`config.mk`:
```
export PLATFORM = sky130hd
export DESIGN_NAME = multicycle_ctrl
export DESIGN_NICKNAME = d
export VERILOG_FILES = /design/src/rtl/multicycle_ctrl.sv
export SDC_FILE = /design/constraint.sdc
export NUM_CORES = 1
export LEC_CHECK = 0
export ABC_AREA = 1
export CORE_ASPECT_RATIO = 0.9
export CORE_MARGIN = 4
export CORE_UTILIZATION = 50
export CTS_CLUSTER_DIAMETER = 40
export CTS_CLUSTER_SIZE = 30
export DETAILED_ROUTE_END_ITERATION = 10
export PLACE_DENSITY_LB_ADDON = 0.05
export SKIP_LAST_GASP = 1
export SLEW_MARGIN = 20
export SYNTH_ARGS = -nofsm -noshare
export SYNTH_HDL_FRONTEND = slang
export SYNTH_SLANG_ARGS = --single-unit
```
`constraint.sdc`:
```
create_clock -name clk -period 2.1 [get_ports clk]
set_input_delay 0.42 -clock clk [delete_from_list [all_inputs] [get_ports clk]]
set_output_delay 0.42 -clock clk [all_outputs]
set_load 0.01 [all_outputs]
```
`src/rtl/multicycle_ctrl.sv`:
```
// Multicycle RV32I control FSM with ready handshake, stall watchdog and retired-instruction counter.
// Optional trap state for undefined opcodes / watchdog expiry: define MC_CTRL_TRAP_EN.
module multicycle_ctrl #(
    parameter int unsigned TIMEOUT = 15,
    parameter int unsigned PERF_W  = 32
) (
    input  logic              clk,
    input  logic              reset,
    input  logic [6:0]        op,
    input  logic [2:0]        funct3,
    input  logic              zero,
    input  logic              alu_r31,
    input  logic              mem_ready,
    output logic              pc_write,
    output logic              ir_write,
    output logic              reg_write,
    output logic              mem_read,
    output logic              mem_write,
    output logic              adr_src,
    output logic [1:0]        alu_src_a,
    output logic [1:0]        alu_src_b,
    output logic [1:0]        result_src,
    output logic [1:0]        alu_op,
    output logic [2:0]        imm_src,
    output logic              instr_done,
    output logic [PERF_W-1:0] instret,
    output logic              bus_error,
    output logic              trap
);

    localparam int unsigned CW = (TIMEOUT > 0) ? $clog2(TIMEOUT + 1) : 1;
    localparam logic [CW-1:0] TMAX = CW'(TIMEOUT);

    localparam logic [6:0] OP_LOAD   = 7'b0000011;
    localparam logic [6:0] OP_STORE  = 7'b0100011;
    localparam logic [6:0] OP_RTYPE  = 7'b0110011;
    localparam logic [6:0] OP_IALU   = 7'b0010011;
    localparam logic [6:0] OP_BRANCH = 7'b1100011;
    localparam logic [6:0] OP_JAL    = 7'b1101111;
    localparam logic [6:0] OP_JALR   = 7'b1100111;
    localparam logic [6:0] OP_LUI    = 7'b0110111;
    localparam logic [6:0] OP_AUIPC  = 7'b0010111;

    typedef enum logic [3:0] {
        S_FETCH, S_DECODE, S_MEMADR, S_MEMREAD, S_MEMWB, S_MEMWRITE, S_EXECR,
        S_EXECI, S_ALUWB, S_BRANCH, S_JALR, S_JAL, S_UPPER, S_TRAP
    } state_t;

    typedef struct packed {
        logic       adr;
        logic [1:0] src_a;
        logic [1:0] src_b;
        logic [1:0] res;
        logic [1:0] aop;
    } sel_t;

    state_t        state;
    state_t        state_next;
    sel_t          sel_q;
    logic [CW-1:0] stall_cnt;
    logic          in_wait;
    logic          expire;
    logic          taken;

    // Mux selects are registered alongside the state, decoded from the state being entered.
    function automatic sel_t sel_of(input state_t s, input logic op5);
        sel_t r;
        r = '0;
        case (s)
            S_FETCH:    begin r.src_b = 2'b10; r.res = 2'b10; end
            S_DECODE:   begin r.src_a = 2'b01; r.src_b = 2'b01; end
            S_MEMADR:   begin r.src_a = 2'b10; r.src_b = 2'b01; end
            S_MEMREAD:  r.adr = 1'b1;
            S_MEMWB:    r.res = 2'b01;
            S_MEMWRITE: r.adr = 1'b1;
            S_EXECR:    begin r.src_a = 2'b10; r.aop = 2'b10; end
            S_EXECI:    begin r.src_a = 2'b10; r.src_b = 2'b01; r.aop = 2'b10; end
            S_BRANCH:   begin r.src_a = 2'b10; r.aop = 2'b01; end
            S_JALR:     begin r.src_a = 2'b10; r.src_b = 2'b01; end
            S_JAL:      begin r.src_a = 2'b01; r.src_b = 2'b10; end
            S_UPPER:    begin r.src_a = op5 ? 2'b11 : 2'b01; r.src_b = 2'b01; end
            default:    r = '0;
        endcase
        return r;
    endfunction

    always_comb begin
        in_wait = (state == S_FETCH) || (state == S_MEMREAD) || (state == S_MEMWRITE);
        expire  = (TIMEOUT != 0) && in_wait && !mem_ready && (stall_cnt == TMAX);
    end

    always_comb begin
        case (funct3)
            3'b000:         taken = zero;
            3'b001:         taken = !zero;
            3'b100, 3'b110: taken = alu_r31;
            3'b101, 3'b111: taken = !alu_r31;
            default:        taken = 1'b0;
        endcase
    end

    always_comb begin
        state_next = state;
        case (state)
            S_FETCH:    if (mem_ready) state_next = S_DECODE;
            S_DECODE: begin
                case (op)
                    OP_LOAD, OP_STORE: state_next = S_MEMADR;
                    OP_RTYPE:          state_next = S_EXECR;
                    OP_IALU:           state_next = S_EXECI;
                    OP_BRANCH:         state_next = S_BRANCH;
                    OP_JAL:            state_next = S_JAL;
                    OP_JALR:           state_next = S_JALR;
                    OP_LUI, OP_AUIPC:  state_next = S_UPPER;
`ifdef MC_CTRL_TRAP_EN
                    default:           state_next = S_TRAP;
`else
                    default:           state_next = S_FETCH;
`endif
                endcase
            end
            S_MEMADR:   state_next = op[5] ? S_MEMWRITE : S_MEMREAD;
            S_MEMREAD:  if (mem_ready) state_next = S_MEMWB;
            S_MEMWB:    state_next = S_FETCH;
            S_MEMWRITE: if (mem_ready) state_next = S_FETCH;
            S_EXECR:    state_next = S_ALUWB;
            S_EXECI:    state_next = S_ALUWB;
            S_ALUWB:    state_next = S_FETCH;
            S_BRANCH:   state_next = S_FETCH;
            S_JALR:     state_next = S_JAL;
            S_JAL:      state_next = S_ALUWB;
            S_UPPER:    state_next = S_ALUWB;
            S_TRAP:     state_next = S_TRAP;
            default:    state_next = S_FETCH;
        endcase
        if (expire) begin
`ifdef MC_CTRL_TRAP_EN
            state_next = S_TRAP;
`else
            state_next = S_FETCH;
`endif
        end
    end

    always_ff @(posedge clk) begin
        if (reset) begin
            state     <= S_FETCH;
            sel_q     <= sel_of(S_FETCH, 1'b0);
            stall_cnt <= '0;
            instret   <= '0;
        end else begin
            state <= state_next;
            sel_q <= sel_of(state_next, op[5]);
            // Expiry clears explicitly: FETCH -> FETCH is not a state change.
            if (expire || (state_next != state)) begin
                stall_cnt <= '0;
            end else if ((TIMEOUT != 0) && in_wait && !mem_ready) begin
                stall_cnt <= stall_cnt + CW'(1);
            end
            if (instr_done) begin
                instret <= instret + PERF_W'(1);
            end
        end
    end

    always_comb begin
        pc_write   = 1'b0;
        ir_write   = 1'b0;
        reg_write  = 1'b0;
        mem_read   = 1'b0;
        mem_write  = 1'b0;
        instr_done = 1'b0;
        if (!reset) begin
            case (state)
                S_FETCH: begin
                    mem_read = !expire;
                    ir_write = mem_ready;
                    pc_write = mem_ready;
                end
                S_MEMREAD:  mem_read = !expire;
                S_MEMWB:    begin reg_write = 1'b1; instr_done = 1'b1; end
                S_MEMWRITE: begin mem_write = !expire; instr_done = mem_ready; end
                S_ALUWB:    begin reg_write = 1'b1; instr_done = 1'b1; end
                S_BRANCH:   begin pc_write = taken; instr_done = 1'b1; end
                S_JAL:      pc_write = 1'b1;
                default:    ;
            endcase
        end
    end

    assign bus_error  = expire && !reset;
    assign adr_src    = sel_q.adr;
    assign alu_src_a  = sel_q.src_a;
    assign alu_src_b  = sel_q.src_b;
    assign result_src = sel_q.res;
    assign alu_op     = sel_q.aop;

`ifdef MC_CTRL_TRAP_EN
    assign trap = (state == S_TRAP);
`else
    assign trap = 1'b0;
`endif

    always_comb begin
        case (op)
            OP_LOAD, OP_IALU, OP_JALR: imm_src = 3'b000;
            OP_STORE:                  imm_src = 3'b001;
            OP_BRANCH:                 imm_src = 3'b010;
            OP_JAL:                    imm_src = 3'b011;
            OP_LUI, OP_AUIPC:          imm_src = 3'b100;
            default:                   imm_src = 3'b000;
        endcase
    end

endmodule

```
# Word level (Yosys, flattened, before mapping)
# Cells that the tools add are included.
[totals]
register_bits = 49
input_bits = 15
output_inout_bits = 52
word_cells = 106
[op_classes]
addsub = 2
eq_ne = 40
mux = 27
reduce_logical = 29
[ops]
columns = ["operator", "count"]
rows = [
  ["$eq 4x4->1 const B", 11],
  ["$add 32x1->32 const B", 1],
  ["$eq 4x3->1 const B", 8],
  ["$pmux 4 s8", 1],
  ["$pmux 4 s7", 1],
  ["$reduce_or 2->1", 11],
  ["$eq 7x6->1 const B", 3],
  ["$eq 7x7->1 const B", 3],
  ["$eq 4x2->1 const B", 4],
  ["$mux 4", 4],
  ["$eq 7x5->1 const B", 2],
  ["$eq 3x3->1 const B", 4],
  ["$pmux 2 s2", 3],
  ["$pmux 3 s4", 1],
  ["$mux 1", 11],
  ["$reduce_or 5->1", 2],
  ["$eq 4x1->1 const B", 2],
  ["$logic_not 4->1", 2],
  ["$eq 7x2->1 const B", 1],
  ["$pmux 2 s3", 1],
  ["$logic_not 1->1", 5],
  ["$add 4x1->4 const B", 1],
  ["$ne 4x4->1", 1],
  ["$pmux 1 s4", 1],
  ["10 further kinds", 14],
]

# Depth between registers and ports, before layout
# Gate-level depths: netlist (run 1).
[logic_depth]
depth_word = 9
mapped_depth = 14
ltp_nobuf = 14

# Least setup slack after synthesis (run 1)
# OpenSTA, ideal clock, no wires.
[synth_path]
kind = "flip-flop to output port"
from = "register state[2]"
to = "output port mem_write"
arrival_time_ps = 1379
t_required_ps = 1680
setup_slack_ps = 301
stages_incl_launch_ff = 7
path_buffers = 0
path_cell_list = "dfxtp_1 -> nor2_2 -> nand2_1 -> nand2_2 -> o211ai_4 -> nand2_2 -> nor3_1"
[synth_via]
elab_chain_cells = 8
word_cells_on_any_way = 10
classes_between = "eq/ne: 2; mux: 2; reduce/logical: 6"
[synth_lines]
columns = ["item", "line", "source"]
rows = [
  ["from (decl)", "57", "state_t state;"],
  ["from (signal assigned)", "152", "state <= state_next;"],
  ["$eq 4x2->1 / $logic_not 4->1 (equally long branches)", "88", "in_wait = (state == S_FETCH) || (state == S_MEMREAD) || (state == S_MEMWRITE);"],
  ["$logic_or 1x1->1 (2 in a row)", "88", ""],
  ["$logic_and 1x1->1 (2 in a row)", "89", "expire = (TIMEOUT != 0) && in_wait && !mem_ready && (stall_cnt == TMAX);"],
  ["$logic_not 1->1", "182", "S_MEMWRITE: begin mem_write = !expire; instr_done = mem_ready; end"],
  ["$mux 1 (*)", "174", "case (state)"],
  ["$mux 1 (*)", "173", "if (!reset) begin"],
  ["to (decl)", "18", "output logic mem_write,"],
]
# Every way passes the cells marked *; elsewhere a longest branch is shown, timed or not.

# Worst setup path after layout (run 1)
[layout_path]
from = "input port mem_ready"
to = "output port mem_write"
[layout_via]
elab_chain_cells = 6
[layout_lines]
columns = ["item", "line", "source"]
rows = [
  ["from (decl)", "13", "input logic mem_ready,"],
  ["$logic_not 1->1", "89", ""],
  ["$logic_and 1x1->1 (2 in a row)", "89", ""],
  ["$logic_not 1->1", "182", ""],
  ["$mux 1", "174", ""],
  ["$mux 1", "173", ""],
]
# Every way passes these cells.

==> results of run 1 <==
==> worst max-delay path: cells and delay by family <==
| kind | cells | cell delay, ns |
|---|---|---|
| buf+inv | 3 | 0.79 |
| simple gates | 2 | 0.25 |
| compound gates | 1 | 0.10 |
==> kinds of logic (layout without fill, tap and decap cells) <==
family | after synthesis | count (layout)
buf+inv | 67 | 181
xor+xnor | 11 | 11
fa+ha+maj | 2 | 2
flops | 49 | 49
simple gates | 244 | 244
other cells | 1 | 1
compound gates | 61 | 61
mux | 1 | 1
==> state kept, by name, summed over array words and instances, names as in the netlist <==
signal      flops
stall_cnt       4
alu_src_a       2
state           4
instret        32
alu_op          2
adr_src         1
result_src      2
alu_src_b       2
==> repair_timing <==
item                                    4_1_cts  5_1_grt
gates resized for setup                      18       31
buffers inserted                              0        1
pin swaps                                     0        3
endpoints found under the setup margin       10       18
endpoints found under the hold margin         0        0
==> routing by layer <==
metal | vias to the layer above | wire (µm) | global-route usage (%)
li1 | 1643 | - | -
met1 | 1487 | 3883 | 33.73
met2 | 105 | 3716 | 39.16
met3 | 8 | 506 | 4.231
met4 | 0 | 59 | 4.755
met5 | - | 0 | 0
==> worst max-delay path by stage <==
stage | endpoint | slack (ns) | cells after the start | startpoint
5_1_grt | pc_write | 0.01 | 6 | zero
4_1_cts | imm_src[1] | -0.18 | 8 | op[0]
3_3_place_gp | pc_write | -0.31 | 6 | funct3[0]
3_5_place_dp | pc_write | -0.37 | 6 | funct3[0]
6_report | mem_write | 0.12 | 6 | mem_ready
2_1_floorplan | mem_write | 0.30 | 6 | state[2]
==> Yosys cell counts, drive strengths merged <==
| library cell | count | area, µm² |
|---|---|---|
| a31oi | 5 | 31.28 |
| nor3 | 31 | 170.2 |
| ha | 2 | 25.02 |
| dfxtp | 49 | 980.9 |
| nand3 | 29 | 150.1 |
| conb | 1 | 3.750 |
| nand4 | 9 | 56.30 |
| a21oi | 27 | 138.9 |
| inv | 60 | 230.2 |
| xor2 | 9 | 78.83 |
| o211ai | 4 | 48.79 |
| o21ai | 25 | 132.6 |
| nor3b | 2 | 25.02 |
| and2 | 1 | 6.260 |
| clkbuf | 5 | 18.77 |
| nand2 | 104 | 425.4 |
| or2 | 2 | 12.52 |
| xnor2 | 2 | 17.52 |
| and3 | 2 | 12.51 |
| nor2 | 62 | 270.3 |
| buf | 2 | 15.01 |
| nor4 | 2 | 12.51 |
| mux2 | 1 | 11.26 |
==> layout make-up <==
cell class | instances | area (µm²) | share of cell area [%]
clock buffers | 5 | 68.82 | 1.673
clock inverters | 3 | 65.06 | 1.582
inverters | 60 | 230.2 | 5.596
multi-input cells | 320 | 1695 | 41.21
flip-flops and latches | 49 | 988.4 | 24.03
well taps | 67 | 83.83 | 2.038
repair buffers | 113 | 982.2 | 23.87
==> power breakdown <==
part	internal [mW]	switching, mW	leakage, nW
clock network	0.473	0.318	0.0681
registers	0.937	0.00574	0.398
logic	0.103	0.114	1.24
total	1.51	0.438	1.71
==> stage by stage <==
| stage | setup WS, ns | TNS, ns |
|---|---|---|
| final | 0.1163 | 0 |
| after global routing | 0.01422 | 0 |
| after CTS | -0.1771 | -0.2728 |
| after detailed placement | -0.3687 | -3.782 |
| after floorplan | 0.3011 | 0 |
| after global placement | -0.3074 | -2.783 |
==> flow_metrics.env, run 1 <==
export IMPL_status="finished clean"
export IMPL_finish_net_count=566
export IMPL_clkLatencyLatePin_ns=0.30
export IMPL_cp_end_kind="output pin"
export IMPL_syn_nets=453
export IMPL_fin_crit_ns=1.984
export IMPL_fin_util_pct=76.02
export IMPL_grt_pass1_wl_um=13740
export IMPL_startpoint_type="input pin"
export IMPL_crit_chain="clkdlybuf4s50_1, inv_1, o211ai_4, nand2_2, nor3_1, clkbuf_2"
export IMPL_finalWirelength_um=8165
export IMPL_final_cell_mix="88 x nand2_1, 54 x clkdlybuf4s50_1, 51 x inv_1, 48 x nor2_1, 48 x buf_4"
export IMPL_final_common_cell="nand2_1"
export IMPL_grt_overflow=0
export IMPL_rsz0062_at_grt="false"
export IMPL_cts_sinks=49
export IMPL_slowest_stage="clkdlybuf4s50_1"
export IMPL_clock_path_buffers=2
export IMPL_wl_per_cell_um=13.23
export IMPL_critPathMaxStageDelay_ns=0.52
export IMPL_drc=0
export IMPL_max_cap_violations=0
export IMPL_portBuffers=65
export IMPL_power_mw=1.951
export IMPL_die_height_um=79.93
export IMPL_vias=3243
export IMPL_hold_viol_final=0
export IMPL_powerDensity_nw_per_um2=474.3
export IMPL_die_area_um2=7027
export IMPL_placementRows=25
export IMPL_r2r_end="instret[30]"
export IMPL_synthSimpleGateAreaFrac_pct=39.70
export IMPL_synth_area_mux_share_pct=0.3918
export IMPL_htreeDepth=2
export IMPL_drt_pre_antenna_iters=5
export IMPL_synthCells=436
export IMPL_cts_tree="built"
export IMPL_track_usage_pct=24.23
export IMPL_dp_cells=608
export IMPL_yosysSeqAreaShare_pct=34.13
export IMPL_viasPerCell=5.256
export IMPL_synth_xor_area_share_pct=3.352
export IMPL_synth_avg_cell_area_um2=6.592
export IMPL_place_gp_congestion=0.8744
export IMPL_synth_compound_area_share_pct=12.23
export IMPL_path_class="in -> out"
export IMPL_final_cell_area_um2=4114
export IMPL_die_width_um=87.92
export IMPL_dp_hpwl_um=6254
export IMPL_placed_cell_area_um2=3928
export IMPL_r2r_setup_slack_ns=0.25
export IMPL_hold_buffers=0
export IMPL_syn_area_um2=2874
export IMPL_holdPathEnd="instret[30]"
export IMPL_maxSlewViolCount=0
export IMPL_ant_nets=0
export IMPL_io_pins=67
export IMPL_grt_pass1_vias=3045
export IMPL_finClkSkew_ns=0.007751
export IMPL_ir_drop_mv=0.4368
export IMPL_period_share_pct=94.46
export IMPL_whs_path_depth=2
export IMPL_grt_max_degree=26
export IMPL_ys_ff_latch=49
export IMPL_core_area_um2=5411
export IMPL_fin_cells=617
export IMPL_synth_top_family_by_area="simple AND/OR/NAND/NOR gates"
export IMPL_required_ns=1.68
export IMPL_numCtsBuffers=5
export IMPL_grt_antenna_before_repair=0
export IMPL_synthAdderAreaFrac_pct=0.8707
export IMPL_leakagePower_nw=1.706
export IMPL_syn2layout_area_growth_pct=43.14
export IMPL_crit_fanout=4
export IMPL_max_freq_ghz=0.5041
export IMPL_clockRootBuffer="clkbuf_8"
export IMPL_finalSetupViolations=0
export IMPL_yosysWarningCount=0
export IMPL_hp_class="reg -> reg"
export IMPL_yosys_cell_types_count=37
export IMPL_n_fill_cell=429
export IMPL_min_from="instret[30]"
export IMPL_initial_utilization_pct=53.11
export IMPL_hold_ws_ns=0.4968
export IMPL_n_antenna_cell=0
export IMPL_critPathArrivalTime_ns=1.56
export IMPL_rr_startpoint="instret[0]"
export IMPL_drive_above_1_share_pct=22.36
export IMPL_cts_reportedPaths_clkPinSlew_ns=0.09
export IMPL_rr_worst_depth=10
export IMPL_drt_iter0_markers=234
(Power assumes the default switching activity.)
==> run 2, diff against run 1 <==
CORE_ASPECT_RATIO = 1.5   (was 0.9)
==> run 2 against run 1 <==
Compared with the run above: cell count grew 0.16%; final area shrank 2.0%; first-iteration DRC count shrank 28%; sequential power is essentially flat; die area grew 0.34%; register-to-register slack lost 0.05 ns; worst setup slack lost 0.070 ns; wire length grew 2.3%; clock power shrank 21%; power shrank 9.2%; combinational power shrank 5%; non-clock buffer count shrank 2.
==> flow_metrics.env, run 2 (synthesis gave the netlist of run 1 again) <==
export IMPL_portBuffers=65
export IMPL_drt_iter0_markers=169
export IMPL_cts_sinks=49
export IMPL_finalWirelength_um=8350
export IMPL_cp_end_kind="output pin"
export IMPL_powerDensity_nw_per_um2=439.3
export IMPL_grt_max_degree=18
export IMPL_rsz0062_at_grt="true"
export IMPL_grt_overflow=0
export IMPL_max_cap_violations=0
export IMPL_cts_reportedPaths_clkPinSlew_ns=0.09
export IMPL_place_gp_congestion=0.9033
export IMPL_regMostFlops="instret"
export IMPL_fin_crit_ns=2.054
export IMPL_dp_hpwl_um=6569
export IMPL_finalSetupViolations=0
export IMPL_htreeDepth=2
export IMPL_core_area_um2=5533
export IMPL_numCtsBuffers=5
export IMPL_period_share_pct=97.81
export IMPL_crit_fanout=4
export IMPL_n_antenna_cell=0
export IMPL_viasPerCell=5.311
export IMPL_fin_util_pct=72.86
export IMPL_ir_drop_mv=0.2843
export IMPL_final_cell_mix="92 x nand2_1, 55 x clkdlybuf4s50_1, 52 x inv_1, 49 x nor2_1, 46 x buf_4"
export IMPL_status="finished clean"
export IMPL_path_class="in -> out"
export IMPL_wl_per_cell_um=13.51
export IMPL_track_usage_pct=23.70
export IMPL_syn2layout_area_growth_pct=40.27
export IMPL_startpoint_type="input pin"
export IMPL_vias=3282
export IMPL_hold_ws_ns=0.5023
export IMPL_clockRootBuffer="clkbuf_8"
export IMPL_largest_reg_flops=32
export IMPL_leakagePower_nw=1.681
export IMPL_maxSlewViolCount=0
export IMPL_ant_nets=0
export IMPL_dp_cells=609
export IMPL_power_mw=1.771
export IMPL_drive_above_1_share_pct=20.26
export IMPL_drc=0
export IMPL_io_pins=67
export IMPL_finish_net_count=564
export IMPL_hp_class="reg -> reg"
export IMPL_grt_pass1_wl_um=13660
export IMPL_fin_cells=618
export IMPL_initial_utilization_pct=51.94
export IMPL_die_height_um=100.9
export IMPL_finClkSkew_ns=0.009653
export IMPL_critPathArrivalTime_ns=1.63
export IMPL_die_width_um=69.91
export IMPL_largestRegisters="instret (32), stall_cnt (4), state (4)"
export IMPL_max_freq_ghz=0.4868
export IMPL_die_area_um2=7050
export IMPL_final_common_cell="nand2_1"
export IMPL_hold_buffers=0
export IMPL_grt_antenna_before_repair=0
export IMPL_cts_tree="built"
export IMPL_drt_pre_antenna_iters=4
export IMPL_placementRows=33
export IMPL_clock_path_buffers=2
export IMPL_hold_viol_final=0
export IMPL_required_ns=1.68
export IMPL_grt_pass1_vias=3279
export IMPL_clkLatencyLatePin_ns=0.30
-- run 2: cell types whose count changed in the layout (fill, tap and decap cells not counted), moves of 3 or more --
cell	change
nand2_2	-4
nand2_1	+4
nor3_1	+3
nor3_2	-3
-- run 2: path summary, 6_finish.rpt --
check	slack, ns	from	cells after the start	end
max	0.05	funct3[0]	6	pc_write
min	0.50	instret[1]	2	instret[1]
max reg2reg	0.20	state[1]	12	instret[23]
min reg2reg	0.50	instret[1]	2	instret[1]
-- run 2: area by class of cell --
| cell class | instances | area [µm²] |
|---|---|---|
| Tap cell | 70 | 87.58 |
| Sequential cell | 49 | 991.0 |
| Clock buffer | 7 | 96.34 |
| Clock inverter | 1 | 5.005 |
| Inverter | 60 | 230.2 |
| Timing Repair Buffer | 111 | 960.9 |
| Fill cell | 490 | 1501 |
| Multi-Input combinational cell | 320 | 1660 |
-- run 2: metal layers --
metal | wire length (µm) | vias up | global-route usage [%]
li1 | - | 1640 | -
met5 | 0 | - | 0
met4 | 311 | 0 | 12.68
met2 | 4682 | 121 | 48.07
met1 | 2968 | 1491 | 21.82
met3 | 388 | 30 | 3.992
-- run 2: power by group --
part	switching, mW	internal, mW	leakage (nW)
clock	0.324	0.299	0.0542
combinational	0.108	0.0981	1.23
sequential	0.00544	0.936	0.398
total	0.438	1.33	1.68
-- run 2: worst max-delay path, stage by stage --
cell and delay (ns):
clkdlybuf4s50_1 0.52, nor2_1 0.06, nor4_1 0.23, o211ai_1 0.11
a31oi_1 0.14, clkbuf_2 0.16
-- run 2: metrics by stage --
| stage | cell area (µm²) | setup slack, ns | TNS (ns) |
|---|---|---|---|
| after floorplan | 2874 | 0.3011 | 0 |
| after global placement | 3916 | -0.3141 | -2.697 |
| after detailed placement | 3916 | -0.3652 | -3.450 |
| after CTS | 4026 | -0.08649 | -0.08649 |
| after global routing | 4031 | -0.05414 | -0.1011 |
| final | 4031 | 0.04593 | 0 |
-- run 2: what timing repair did --
| action | 4_1_cts | 5_1_grt |
|---|---|---|
| buffers inserted | 1 | 0 |
| gates resized for setup | 19 | 21 |
| endpoints found under the setup margin | 10 | 10 |
| pin swaps | 1 | 1 |
| gates cloned | 0 | 0 |
==> run 3, diff against run 2 <==
MAX_ROUTING_LAYER = met4   (was not set)
==> run 3 against run 2 <==
Compared with the run above: power is 4.9% higher; utilization is 0.61 points higher; clock skew hardly changed; critical endpoint is now instr_done; largest power group unchanged; highest routed layer unchanged.
==> flow_metrics.env, run 3 (synthesis gave the netlist of run 1 again) <==
export IMPL_fin_crit_ns=2.050
export IMPL_track_usage_pct=23.88
export IMPL_hold_ws_ns=0.5007
export IMPL_r2r_end="instret[30]"
export IMPL_crit_path_end="instr_done"
export IMPL_grt_pass1_vias=3179
export IMPL_htreeDepth=2
export IMPL_hold_viol_final=0
export IMPL_startpoint_type="flop"
export IMPL_drive_above_1_share_pct=20.84
export IMPL_final_common_cell="nand2_1"
export IMPL_grt_max_degree=18
export IMPL_ir_drop_mv=0.3165
export IMPL_grt_antenna_before_repair=0
export IMPL_grt_overflow=0
export IMPL_io_pins=67
export IMPL_path_class="reg -> out"
export IMPL_n_fill_cell=495
export IMPL_finalWirelength_um=8189
export IMPL_clkLatencyLatePin_ns=0.30
export IMPL_n_antenna_cell=0
export IMPL_finish_net_count=563
export IMPL_period_share_pct=97.63
export IMPL_critPathArrivalTime_ns=1.63
export IMPL_status="finished clean"
export IMPL_finalSetupViolations=0
export IMPL_placed_cell_area_um2=3916
export IMPL_vias=3205
export IMPL_required_ns=1.68
export IMPL_clockRootBuffer="clkbuf_8"
export IMPL_regMostFlops="instret"
export IMPL_finClkSkew_ns=0.01011
export IMPL_clock_path_buffers=2
export IMPL_drt_iter0_markers=147
export IMPL_rr_startpoint="instret[9]"
export IMPL_placementRows=33
export IMPL_hp_class="reg -> reg"
export IMPL_die_width_um=69.91
export IMPL_cts_reportedPaths_clkPinSlew_ns=0.08
export IMPL_numCtsBuffers=5
export IMPL_r2r_setup_slack_ns=0.17
export IMPL_cts_sinks=49
export IMPL_portBuffers=65
export IMPL_startpoint="state[2]"
export IMPL_ant_nets=0
export IMPL_leakagePower_nw=1.680
export IMPL_die_height_um=100.9
export IMPL_drt_pre_antenna_iters=4
export IMPL_rsz0062_at_grt="true"
export IMPL_crit_fanout=5
export IMPL_place_gp_congestion=0.9195
export IMPL_die_area_um2=7050
export IMPL_powerDensity_nw_per_um2=457.2
export IMPL_dp_hpwl_um=6480
export IMPL_max_freq_ghz=0.4878
export IMPL_drc=0
export IMPL_syn2layout_area_growth_pct=41.45
export IMPL_final_cell_mix="89 x nand2_1, 55 x clkdlybuf4s50_1, 52 x inv_1, 49 x nor2_1"
export IMPL_final_cell_area_um2=4065
export IMPL_largestRegisters="instret (32), stall_cnt (4), state (4)"
export IMPL_initial_utilization_pct=51.94
export IMPL_grt_pass1_wl_um=13460
export IMPL_maxSlewViolCount=0
export IMPL_wl_per_cell_um=13.27
export IMPL_rr_worst_depth=9
export IMPL_cts_tree="built"
export IMPL_dp_cells=609
export IMPL_max_cap_violations=0
export IMPL_fin_cells=617
export IMPL_core_area_um2=5533
export IMPL_largest_reg_flops=32
export IMPL_viasPerCell=5.194
export IMPL_cp_end_kind="output pin"
export IMPL_cts_setup_buffers=0
## run 3: cell count changes in the layout (fill, tap and decap cells not counted), sizes merged
cell           previous run  this run
clkinv                    1         0
bufinv                    0         1
clkdlybuf4s15             0         1
clkbuf                   13        11
## run 3: through the flow
stage	util [%]	setup WS, ns	TNS (ns)	power (mW)
after floorplan	-	0.3011	0	1.062
after global placement	70.78	-0.3231	-2.711	1.167
after detailed placement	70.78	-0.3484	-3.528	1.172
after CTS	72.86	-0.003092	-0.003092	1.872
after global routing	73.47	-0.08012	-0.08012	1.920
final	73.47	0.04984	0	1.859
## run 3: repair_timing
| action | in CTS | in global routing |
|---|---|---|
| endpoints found under the setup margin | 10 | 13 |
| hold buffers | 0 | 0 |
| hold endpoints to repair | 0 | 0 |
| pin swaps | 2 | 1 |
| gates resized for setup | 22 | 23 |
## run 3: final cells by class
type	instances	area, µm²	share of cell area [%]
Timing Repair Buffer	110	958.4	23.58
Clock inverter	1	30.03	0.7387
Sequential cell	49	988.4	24.32
Clock buffer	7	86.33	2.124
Tap cell	70	87.58	2.155
Inverter	60	230.2	5.663
Multi-Input combinational cell	320	1684	41.43
## run 3: worst min path at each step
| stage | from | to | slack (ns) | cells after the start |
|---|---|---|---|---|
| 2_1_floorplan | instret[21] | instret[21] | 0.50 | 1 |
| 3_3_place_gp | instret[21] | instret[21] | 0.47 | 1 |
| 3_5_place_dp | instret[21] | instret[21] | 0.48 | 1 |
| 4_1_cts | instret[21] | instret[21] | 0.50 | 1 |
| 5_1_grt | instret[30] | instret[30] | 0.52 | 2 |
| 6_report | instret[1] | instret[1] | 0.50 | 2 |
## run 3: per-layer routing
layer	wire length [µm]	vias up	GRT usage (%)
li1	-	1632	-
met1	3092	1458	22.59
met2	4551	93	46.61
met3	316	22	3.693
met4	229	0	10.77
met5	0	-	-
## run 3: report_power, final
| group | switching (mW) | internal [mW] |
|---|---|---|
| Clock | 0.319 | 0.389 |
| Sequential | 0.00519 | 0.937 |
| Combinational | 0.109 | 0.0992 |
## run 3: worst max-delay path: stages (launching register included)
cell,delay (ns)
dfxtp_4,0.37
buf_4,0.14
inv_2,0.08
nand2_1,0.06
nand2_1,0.11
o211ai_1,0.09
nand2_1,0.11
nand2_2,0.08
inv_4,0.06
clkdlybuf4s15_1,0.23
